--- src/rtl/vga_timing_gen_if.sv ---
// Raster timing bundle between the VGA timing generator and the pixel pipeline.
// The generator owns the master side and the pixel pipeline owns the slave side.
interface vga_timing_gen_if #(
    parameter int CW = 11
) ();
    logic          ce;
    logic [CW-1:0] hcnt;
    logic [CW-1:0] vcnt;
    logic          hsync;
    logic          vsync;
    logic          de;
    logic          vblank;
    logic          line_start;
    logic          frame_start;

    modport master (
        input  ce,
        output hcnt, vcnt, hsync, vsync, de, vblank, line_start, frame_start
    );

    modport slave (
        output ce,
        input  hcnt, vcnt, hsync, vsync, de, vblank, line_start, frame_start
    );
endinterface

--- src/rtl/vga_timing_gen.sv ---
// Parametrised VGA raster timing generator: horizontal/vertical counters with
// registered sync, blanking, data-enable and line/frame start decode.
module vga_timing_gen #(
    parameter int H_ACTIVE = 640,
    parameter int H_FP     = 16,
    parameter int H_SYNC   = 96,
    parameter int H_BP     = 48,
    parameter int V_ACTIVE = 480,
    parameter int V_FP     = 10,
    parameter int V_SYNC   = 2,
    parameter int V_BP     = 33,
    parameter bit HS_POL   = 1'b0,
    parameter bit VS_POL   = 1'b0,
    parameter int CW       = 11
) (
    input  logic              clk_i,
    input  logic              rst_i,
    vga_timing_gen_if.master  tim
);
    localparam int H_TOTAL = H_ACTIVE + H_FP + H_SYNC + H_BP;
    localparam int V_TOTAL = V_ACTIVE + V_FP + V_SYNC + V_BP;

    if (H_ACTIVE < 1 || H_FP < 1 || H_SYNC < 1 || H_BP < 1 ||
        V_ACTIVE < 1 || V_FP < 1 || V_SYNC < 1 || V_BP < 1 ||
        CW < 1 || CW > 30 || H_TOTAL > (1 << CW) || V_TOTAL > (1 << CW)) begin : g_bad_params
        $error("vga_timing_gen: invalid timing parameters for CW=%0d", CW);
    end

    localparam logic [CW-1:0] H_LAST   = CW'(H_TOTAL - 1);
    localparam logic [CW-1:0] V_LAST   = CW'(V_TOTAL - 1);
    localparam logic [CW-1:0] H_ACT    = CW'(H_ACTIVE);
    localparam logic [CW-1:0] V_ACT    = CW'(V_ACTIVE);
    localparam logic [CW-1:0] HS_START = CW'(H_ACTIVE + H_FP);
    localparam logic [CW-1:0] HS_END   = CW'(H_ACTIVE + H_FP + H_SYNC);
    localparam logic [CW-1:0] VS_START = CW'(V_ACTIVE + V_FP);
    localparam logic [CW-1:0] VS_END   = CW'(V_ACTIVE + V_FP + V_SYNC);

    logic [CW-1:0] hcnt_q, hcnt_d;
    logic [CW-1:0] vcnt_q, vcnt_d;
    logic          hsync_q, hsync_d;
    logic          vsync_q, vsync_d;
    logic          de_q, de_d;
    logic          vblank_q, vblank_d;
    logic          line_start_q;
    logic          frame_start_q;

    // Advanced counter position and its decode; only committed when ce is high,
    // so every registered output lines up with the counters it was decoded from.
    // NOTE: combinational logic uses blocking '=' with a default first so no
    // latch is inferred; the clocked block below uses non-blocking '<=' only.
    always_comb begin
        hcnt_d = hcnt_q + CW'(1);
        vcnt_d = vcnt_q;
        if (hcnt_q == H_LAST) begin
            hcnt_d = '0;
            vcnt_d = (vcnt_q == V_LAST) ? '0 : vcnt_q + CW'(1);
        end
        hsync_d  = (hcnt_d >= HS_START && hcnt_d < HS_END) ? HS_POL : ~HS_POL;
        vsync_d  = (vcnt_d >= VS_START && vcnt_d < VS_END) ? VS_POL : ~VS_POL;
        de_d     = (hcnt_d < H_ACT) && (vcnt_d < V_ACT);
        vblank_d = (vcnt_d >= V_ACT);
    end

    always_ff @(posedge clk_i) begin
        if (rst_i) begin
            hcnt_q        <= H_LAST;
            vcnt_q        <= V_LAST;
            hsync_q       <= ~HS_POL;
            vsync_q       <= ~VS_POL;
            de_q          <= 1'b0;
            vblank_q      <= 1'b0;
            line_start_q  <= 1'b0;
            frame_start_q <= 1'b0;
        end else if (tim.ce) begin
            hcnt_q        <= hcnt_d;
            vcnt_q        <= vcnt_d;
            hsync_q       <= hsync_d;
            vsync_q       <= vsync_d;
            de_q          <= de_d;
            vblank_q      <= vblank_d;
            line_start_q  <= (hcnt_d == '0);
            frame_start_q <= (hcnt_d == '0) && (vcnt_d == '0);
        end else begin
            // Levels hold while the pixel enable is low; pulses must not stretch.
            line_start_q  <= 1'b0;
            frame_start_q <= 1'b0;
        end
    end

    assign tim.hcnt        = hcnt_q;
    assign tim.vcnt        = vcnt_q;
    assign tim.hsync       = hsync_q;
    assign tim.vsync       = vsync_q;
    assign tim.de          = de_q;
    assign tim.vblank      = vblank_q;
    assign tim.line_start  = line_start_q;
    assign tim.frame_start = frame_start_q;
endmodule
--- src/flat_wrapper.sv ---
// flat-port wrapper written by rule: the top's interface ports become plain ports
module vga_timing_gen_flat 
#(
    parameter int H_ACTIVE = 640,
    parameter int H_FP     = 16,
    parameter int H_SYNC   = 96,
    parameter int H_BP     = 48,
    parameter int V_ACTIVE = 480,
    parameter int V_FP     = 10,
    parameter int V_SYNC   = 2,
    parameter int V_BP     = 33,
    parameter bit HS_POL   = 1'b0,
    parameter bit VS_POL   = 1'b0,
    parameter int CW       = 11
)
  (clk_i, rst_i, tim_ce, tim_hcnt, tim_vcnt, tim_hsync, tim_vsync, tim_de, tim_vblank, tim_line_start, tim_frame_start);
  vga_timing_gen_if #(.CW(CW)) tim_i ();
  input  logic clk_i;
  input  logic rst_i;
  input wire logic [$bits(tim_i.ce)-1:0] tim_ce;
  output wire logic [$bits(tim_i.hcnt)-1:0] tim_hcnt;
  output wire logic [$bits(tim_i.vcnt)-1:0] tim_vcnt;
  output wire logic [$bits(tim_i.hsync)-1:0] tim_hsync;
  output wire logic [$bits(tim_i.vsync)-1:0] tim_vsync;
  output wire logic [$bits(tim_i.de)-1:0] tim_de;
  output wire logic [$bits(tim_i.vblank)-1:0] tim_vblank;
  output wire logic [$bits(tim_i.line_start)-1:0] tim_line_start;
  output wire logic [$bits(tim_i.frame_start)-1:0] tim_frame_start;
  assign tim_i.ce = tim_ce;
  assign tim_hcnt = tim_i.hcnt;
  assign tim_vcnt = tim_i.vcnt;
  assign tim_hsync = tim_i.hsync;
  assign tim_vsync = tim_i.vsync;
  assign tim_de = tim_i.de;
  assign tim_vblank = tim_i.vblank;
  assign tim_line_start = tim_i.line_start;
  assign tim_frame_start = tim_i.frame_start;
  vga_timing_gen #(.H_ACTIVE(H_ACTIVE), .H_FP(H_FP), .H_SYNC(H_SYNC), .H_BP(H_BP), .V_ACTIVE(V_ACTIVE), .V_FP(V_FP), .V_SYNC(V_SYNC), .V_BP(V_BP), .HS_POL(HS_POL), .VS_POL(VS_POL), .CW(CW)) u_core (.clk_i(clk_i), .rst_i(rst_i), .tim(tim_i));
endmodule
--- config.mk ---
export PLATFORM = sky130hd
export DESIGN_NAME = vga_timing_gen_flat
export DESIGN_NICKNAME = d
export VERILOG_FILES = /design/src/rtl/vga_timing_gen_if.sv /design/src/rtl/vga_timing_gen.sv /design/src/flat_wrapper.sv
export SDC_FILE = /design/constraint.sdc
export NUM_CORES = 1
export LEC_CHECK = 0
export CELL_PAD_IN_SITES_DETAIL_PLACEMENT = 2
export CELL_PAD_IN_SITES_GLOBAL_PLACEMENT = 2
export CORE_UTILIZATION = 33
export DETAILED_ROUTE_END_ITERATION = 8
export PLACE_DENSITY = 0.85
export SYNTH_ARGS = -nofsm -noshare
export SYNTH_HDL_FRONTEND = slang
export SYNTH_SLANG_ARGS = --single-unit
--- constraint.sdc ---
create_clock -name clk_i -period 6.32 [get_ports clk_i]
set_input_delay 0.948 -clock clk_i [delete_from_list [all_inputs] [get_ports clk_i]]
set_output_delay 0.948 -clock clk_i [all_outputs]
set_load 0.05 [all_outputs]
==> results of run 1 <==
[stage by stage]
step / worst slack (ns) / hold WS [ns] / std cells / util [%] / instance area (um2)
2_1_floorplan: 3.49 / 0.703 / 242 / - / 1870
3_3_place_gp: 3.33 / 0.478 / 326 / 39.7 / 2170
3_5_place_dp: 3.24 / 0.478 / 326 / 39.7 / 2170
4_1_cts: 3.21 / 0.504 / 330 / 40.7 / 2230
5_1_grt: 2.94 / 0.520 / 330 / 40.7 / 2230
6_report: 3.19 / 0.494 / 330 / 40.7 / 2230
[sequential cells by signal (all words and copies together), names as in the netlist]
| name | flops |
|---|---|
| u_core.tim.frame_start | 1 |
| u_core.tim.vblank | 1 |
| u_core.tim.hsync | 1 |
| u_core.tim.vcnt | 11 |
| u_core.tim.vsync | 1 |
| u_core.tim.line_start | 1 |
| u_core.tim.hcnt | 11 |
| u_core.tim.de | 1 |
[final cells by class]
cell class	count	area share (%)
multi-input cells	188	53.3
flip-flops and latches	28	25.2
repair buffers	31	13.8
well taps	72	4.04
clock buffers	4	2.47
inverters	7	1.18
[worst max-delay path: stages (launching register included)]
cell and delay, ns:
dfxtp_1 0.48, ha_1 0.33, nand4_1 0.47, nor3_4 0.79, nor2_1 0.11, mux2i_1 0.33, o2111ai_1 0.23, nor4b_2 0.30
[cells in the final DEF, fill, tap and decap left out, drive strengths merged, types with 2 or more instances in the layout]
master	n
a211o	3
a211oi	4
a21oi	24
a221o	2
a31oi	4
and3	8
and4	3
clkbuf	4
clkdlybuf4s50	30
dfxtp	28
ha	3
inv	7
mux2i	2
nand2	13
nand2b	2
nand3	7
nand3b	2
nand4	4
nand4b	2
nor2	32
nor3	14
nor3b	2
nor4	2
o21ai	13
o21bai	3
o22ai	2
o31ai	2
or3	3
xnor2	11
xor2	6
[kinds of logic after synthesis]
logic type	count (synthesis)	share of synthesized area, %
muxes	2	1.07
xor gates and xnor gates	17	7.98
DFF	28	30.0
and+or+nand+nor	99	29.4
AOI/OAI and AO/OA	67	23.1
adders and majority gates	3	2.01
buffers and inverters	26	6.37
[metal layers]
| metal | global-route usage [%] | vias up |
|---|---|---|
| li1 | - | 918 |
| met1 | 30.7 | 967 |
| met2 | 34.7 | 37 |
| met3 | 2.14 | 3 |
| met4 | 4.34 | 0 |
| met5 | 0 | - |
[how the worst max path moves through the flow]
| stage | startpoint | end | slack (ns) |
|---|---|---|---|
| 2_1_floorplan | u_core.tim.hcnt[0]$_SDFFE_PP1P_ | u_core.tim.frame_start$_SDFF_PP0_ | 3.49 |
| 4_1_cts | u_core.tim.hcnt[0]$_SDFFE_PP1P_ | u_core.tim.vcnt[6]$_SDFFE_PP0P_ | 3.21 |
| 3_3_place_gp | tim_ce | u_core.tim.vcnt[9]$_SDFFE_PP1P_ | 3.33 |
| 6_report | u_core.tim.hcnt[0]$_SDFFE_PP1P_ | u_core.tim.frame_start$_SDFF_PP0_ | 3.19 |
| 3_5_place_dp | u_core.tim.hcnt[0]$_SDFFE_PP1P_ | u_core.tim.vcnt[6]$_SDFFE_PP0P_ | 3.24 |
| 5_1_grt | u_core.tim.hcnt[1]$_SDFFE_PP1P_ | u_core.tim.frame_start$_SDFF_PP0_ | 2.94 |
[power by group]
group / switching, mW / total [mW] / internal (mW) / leakage, nW
combinational: 0.139 / 0.211 / 0.0720 / 0.519
clock: 0.0609 / 0.117 / 0.0560 / 0.0288
sequential: 0.0234 / 0.211 / 0.187 / 0.228
total: 0.223 / 0.538 / 0.315 / 0.776
==> run summary, run 1 <==
The startpoint identified for the worst hold timing path is u_core.tim.de$_SDFFE_PP0P_. In this run the horizontal extent of the chip is 77.2 um. The worst setup path is launched from a register. In the synthesized netlist the dominant register cell turns out to be dfxtp_1. The number of nets with antenna violations after routing came out at 0.

The worst setup path is of the register to register kind. In this run the worst path has a maximum fanout of 17. The global-route wire length before repair came out at 10.4 mm. The path with the worst hold slack has its endpoint at u_core.tim.de$_SDFFE_PP0P_. The count of hold-fix buffers inserted at cts is 0. The detailed router's first-iteration violation count came out at 98.

The setup fix buffers added after clock tree synthesis came out at 0. The number of nets in the layout is 265. The routed length on met1 is 2.99 mm.

The later pin in the worst-skew pair is clocked with a latency of 0.28 ns. The unique cell type count in the Yosys netlist is 50. In this run the critical register-to-register path is launched from u_core.tim.hcnt[0]$_SDFFE_PP1P_. The per-instance average area after synthesis is 7.71 um2. The routed wirelength normalized by instance count came out at 18.6 um. Setup repair after global routing left no endpoint under its margin. The initial utilization of the core area, before any placement, comes to 34.1%. The min-delay analysis places its worst path in the category register to register.

The sequential share of the synthesized area came out at 30.0%. The max-cap violation count is 0. The clock tree from TritonCTS is built. The final worst-path cycle share came out at 49.5%.

The final setup violation count is 0. The met2 wire length is 2.93 mm. By area the synthesized netlist is led by dfxtp_1, a21oi_1, nor2_1, xnor2_1, nor3_1. The final clock skew is 0.00520 ns. The number of antenna violations at the first check in global routing was 0. By instance count, the leading cell after synthesis is nor2_1. The count of buffers inserted at the top-level ports came out at 30. The worst relative slew slack came out at 32.9%. The overall track demand over capacity in global routing is 21.5%. The number of storage elements in the synthesis netlist is 28. The cell row count is 27. The transition time at the pin with the least slew margin came out at 0.998 ns. The end of the worst register-to-register path is u_core.tim.frame_start$_SDFF_PP0_.

The clock input transition at the sequential cells of the worst setup and hold paths is 0.10 ns. The cell area after synthesis came out at 1870 um2. CTS saw 28 sinks. The placeable core region is 5470 um2. The final critical-path required period came out at 3.13 ns. The leakage dissipation is 0.776 nW.

The wire length on met3 is 182 um. The worst register-to-register path has a depth of 7. In the final layout, the multi-input gates occupy 1190 um2.

The top metal layer carrying routed signals is met4. For this run the aggregate overflow at the end of global routing stands at 0. The number of search-and-repair iterations in the first detailed-routing pass is 4.

Entering global routing, the biggest net connects 28 pins. The cell depth of the worst hold path is 1. Ranked by instance count, the synthesized netlist is headed by nor2_1, dfxtp_1, a21oi_1. The estimated wirelength of the detail-placed design is 4.38 mm.

The combined flip-flop and latch cell area came out at 561 um2. The number of gates given a new drive strength after cts came out at 0. Yosys mapped a number of flops with a built-in enable equal to 0. Data arrives at the worst endpoint at 3.32 ns. The worst reg-to-reg setup slack is 3.19 ns. The detailed-route via count came out at 1925. The maximum clock insertion buffer count came out at 2. The die covers 5960 um2. The fraction of layout cells with a size suffix above 1 is 5.04%. The summed negative setup slack over all endpoints came out at 0 ns. The wire length reported by the detailed router is 6.14 mm. The total nets after synthesis came out at 248.

The flow ran to the end, and the final reports show no timing, DRC or antenna violations. Pin placement for this block handled 31 I/O pins. The antenna diode count is 0. The mean number of vias per cell is 5.83. The highest ir drop seen on vdd came out at 0.0000934 V. The max-slew violation count came out at 0. dfxtp_1 takes more of the synthesized area than any other cell. The post-synthesis cell count is 242. Compared with the post-synthesis result, the final layout area differs by 19.3%. The synthesized design devotes to its leading area cell type 30.0% of total area. The detailed-route DRC error count came out at 0.

Summing internal, switching and leakage power gives 0.538 mW. Of all flip-flops after synthesis, the portion carrying an async set or reset was 0%. STA classifies the critical path endpoint as a register. The fill cell instance count of the final layout came out at 667.

The number of hold violations in the final report is 0. During synthesis, Yosys emitted a total of 0 warnings. The critical path required time is 6.52 ns. The highest clock frequency the design can meet is 320 MHz. The height of the chip is 77.2 um. The CTS root buffer is clkbuf_8. The routability-driven placement congestion ratio came out at 0.787. CTS built an H-tree with a depth of 1.

Clock tree synthesis inserted a total of 3 buffers. The power density over cell area is 242 nW/um2. The via count of the first global-routing pass is 1978.
(Power assumes the default switching activity.)
==> inputs of run 2 (changes only) <==
- CORE_UTILIZATION: 33 -> 30
- PLACE_DENSITY: 0.85 -> 0.78
- clock period: 6.32 -> 3.3 ns (I/O delays scaled with it)
==> run summary, run 2 (synthesized netlist as in run 1, its figures left out) <==
The run finished with clean final reports. The via count of the first global-routing pass is 1877 (-5.1%). The worst setup path is of the register to register kind. The number of search-and-repair iterations in the first detailed-routing pass came out at 4 (unchanged). The post-route total power is 1.04 mW (+93%). The root buffer cell chosen for the clock tree is clkbuf_8. The detailed router's first-iteration violation count came out at 91 (-7.1%). The highest clock frequency the design can meet is 342 MHz (+7.0%). The global-route wire length before repair came out at 10.1 mm (-2.9%). The effective utilization at floorplan is 31.3% (-2.8 points).

The highest ir drop seen on vdd is 0.000191 V (+100%). The final clock skew is 0.00980 ns (+0.00460 ns). The min-delay analysis places its worst path in the category register to register. The worst hold slack across all endpoints came out at 0.493 ns (-0.00179 ns). The total I/O pin count is 31 (unchanged). The number of sinks handled by clock tree synthesis came out at 28 (unchanged).

The summed negative setup slack over all endpoints is 0 ns (unchanged). The endpoint arrival time on the critical path came out at 3.12 ns (-0.20 ns). The clock input transition at the sequential cells of the worst setup and hold paths is 0.10 ns (about the same).

The total clock buffers created by CTS is 3 (unchanged). The clock insertion delay at the later pin of the skew report is 0.28 ns (about the same). The area of the die came out at 6540 um2 (+9.7%). The placed cell area is 2210 um2 (+1.6%).

The critical path required time came to 3.50 ns (-3.02 ns). The max-cap violation count came out at 0 (unchanged). The detailed-route DRC error count was 0 (unchanged). The worst relative slew slack came to 63.8% (+31 points). The count of buffers inserted at the top-level ports came out at 30 (unchanged). The final instance area came to 2260 um2 (+1.5%). The overall track demand over capacity in global routing is 20.2% (-1.3 points). The max-slew violation count is 0 (unchanged). The estimated wirelength of the detail-placed design came out at 4.34 mm (-0.94%).

The worst setup path is launched from a register. The number of antenna violations at the first check in global routing is 0 (unchanged). The detailed-route via count is 1928 (+0.16%). The number of nets with antenna violations after routing is 0 (unchanged). The routability-driven placement congestion ratio came out at 0.761 (-3.3%). The mean number of vias per cell is 5.72 (-1.9%). The pin count of the biggest net entering global routing came out at 27 (-3.6%). The global route total overflow came out at 0 (unchanged). The final setup violation count came to 0 (unchanged). The leakage dissipation came out at 0.794 nW (+2.4%). The wire length reported by the detailed router is 6.08 mm (-0.91%).

The final worst slack came to 0.379 ns (-2.81 ns). The worst setup path is captured at a register. The number of hold violations in the final report came out at 0 (unchanged). The setup fix buffers added after clock tree synthesis came to 0 (unchanged). The area added between synthesis and finish is 21.1%. The largest driver fanout on the critical path is 14 (-3). In the layout the commonest cells are nor2_1, clkdlybuf4s50_1, dfxtp_1. The fraction of layout cells with a size suffix above 1 came out at 6.49% (+1.4 points). Setup repair after global routing left no endpoint under its margin.

The routed wirelength normalized by instance count is 18.0 um (-3.0%). The die width came out at 80.9 um (+4.8%). The transition time at the pin with the least slew margin is 0.541 ns (-0.457 ns). The height of the chip is 80.9 um (+4.8%). The number of nets in the layout is 269 (+1.5%). The level count of the clock H-tree is 1 (unchanged). The count of hold-fix buffers inserted at cts came to 0 (unchanged).

The placeable core region came out at 5960 um2 (+8.8%). The maximum clock insertion buffer count came out at 2 (unchanged). The clock tree from TritonCTS is built. The most common cell after layout, fill and taps aside is nor2_1.

The number of gates given a new drive strength after cts is 0 (unchanged). The antenna diode count came out at 0 (unchanged). The cell row count is 28 (+3.7%). The power density over cell area is 460 nW/um2 (+90%). The placement-stage worst setup slack came out at 0.417 ns (-2.82 ns). The final worst-path cycle share is 88.5% (+39 points).

The final critical-path required period came out at 2.92 ns (-0.205 ns).
[run 2: cell types whose count changed in the layout (fill, tap and decap cells not counted), sizes merged]
cell and delta:
buf +4
[run 2: power breakdown]
part	internal, mW	switching [mW]
clock network	0.107	0.116
logic	0.149	0.272
registers	0.359	0.0375
total	0.615	0.425
[run 2: worst max-delay path, stage by stage, from the launching register on]
cell       delay (ns)
dfxtp_1          0.49
ha_1             0.32
nand4_1          0.43
nor3_4           0.63
nor2_1           0.10
mux2i_1          0.36
o2111ai_1        0.24
nor4b_2          0.28
[run 2: final timing paths]
kind,slack (ns),endpoint,cells past startpoint,startpoint
min reg2reg,0.49,u_core.tim.de$_SDFFE_PP0P_,1,u_core.tim.de$_SDFFE_PP0P_
max,0.38,u_core.tim.frame_start$_SDFF_PP0_,7,u_core.tim.hcnt[0]$_SDFFE_PP1P_
min,0.49,u_core.tim.de$_SDFFE_PP0P_,1,u_core.tim.de$_SDFFE_PP0P_
max reg2reg,0.38,u_core.tim.frame_start$_SDFF_PP0_,7,u_core.tim.hcnt[0]$_SDFFE_PP1P_
[run 2: final cells by class]
class / count / area [um2]
clock buffers: 4 / 55.1
well taps: 75 / 93.8
inverters: 7 / 26.3
fillers: 706 / 3690
flip-flops and latches: 28 / 561
multi-input cells: 188 / 1190
repair buffers: 35 / 338
[run 2: through the flow]
stage	utilization, %	instances
after floorplan	-	242
after global placement	37.0	333
after detailed placement	37.0	333
after CTS	38.0	337
after global routing	38.0	337
final	38.0	337
[run 2: metal layers]
metal  up-vias  share of wire [%]  track usage, %
met3         5                2.3            1.69
met4         0                1.0            4.82
met1       965                 52            30.2
met2        36                 44            30.7
met5         -                  0               0
li1        922                  -               -
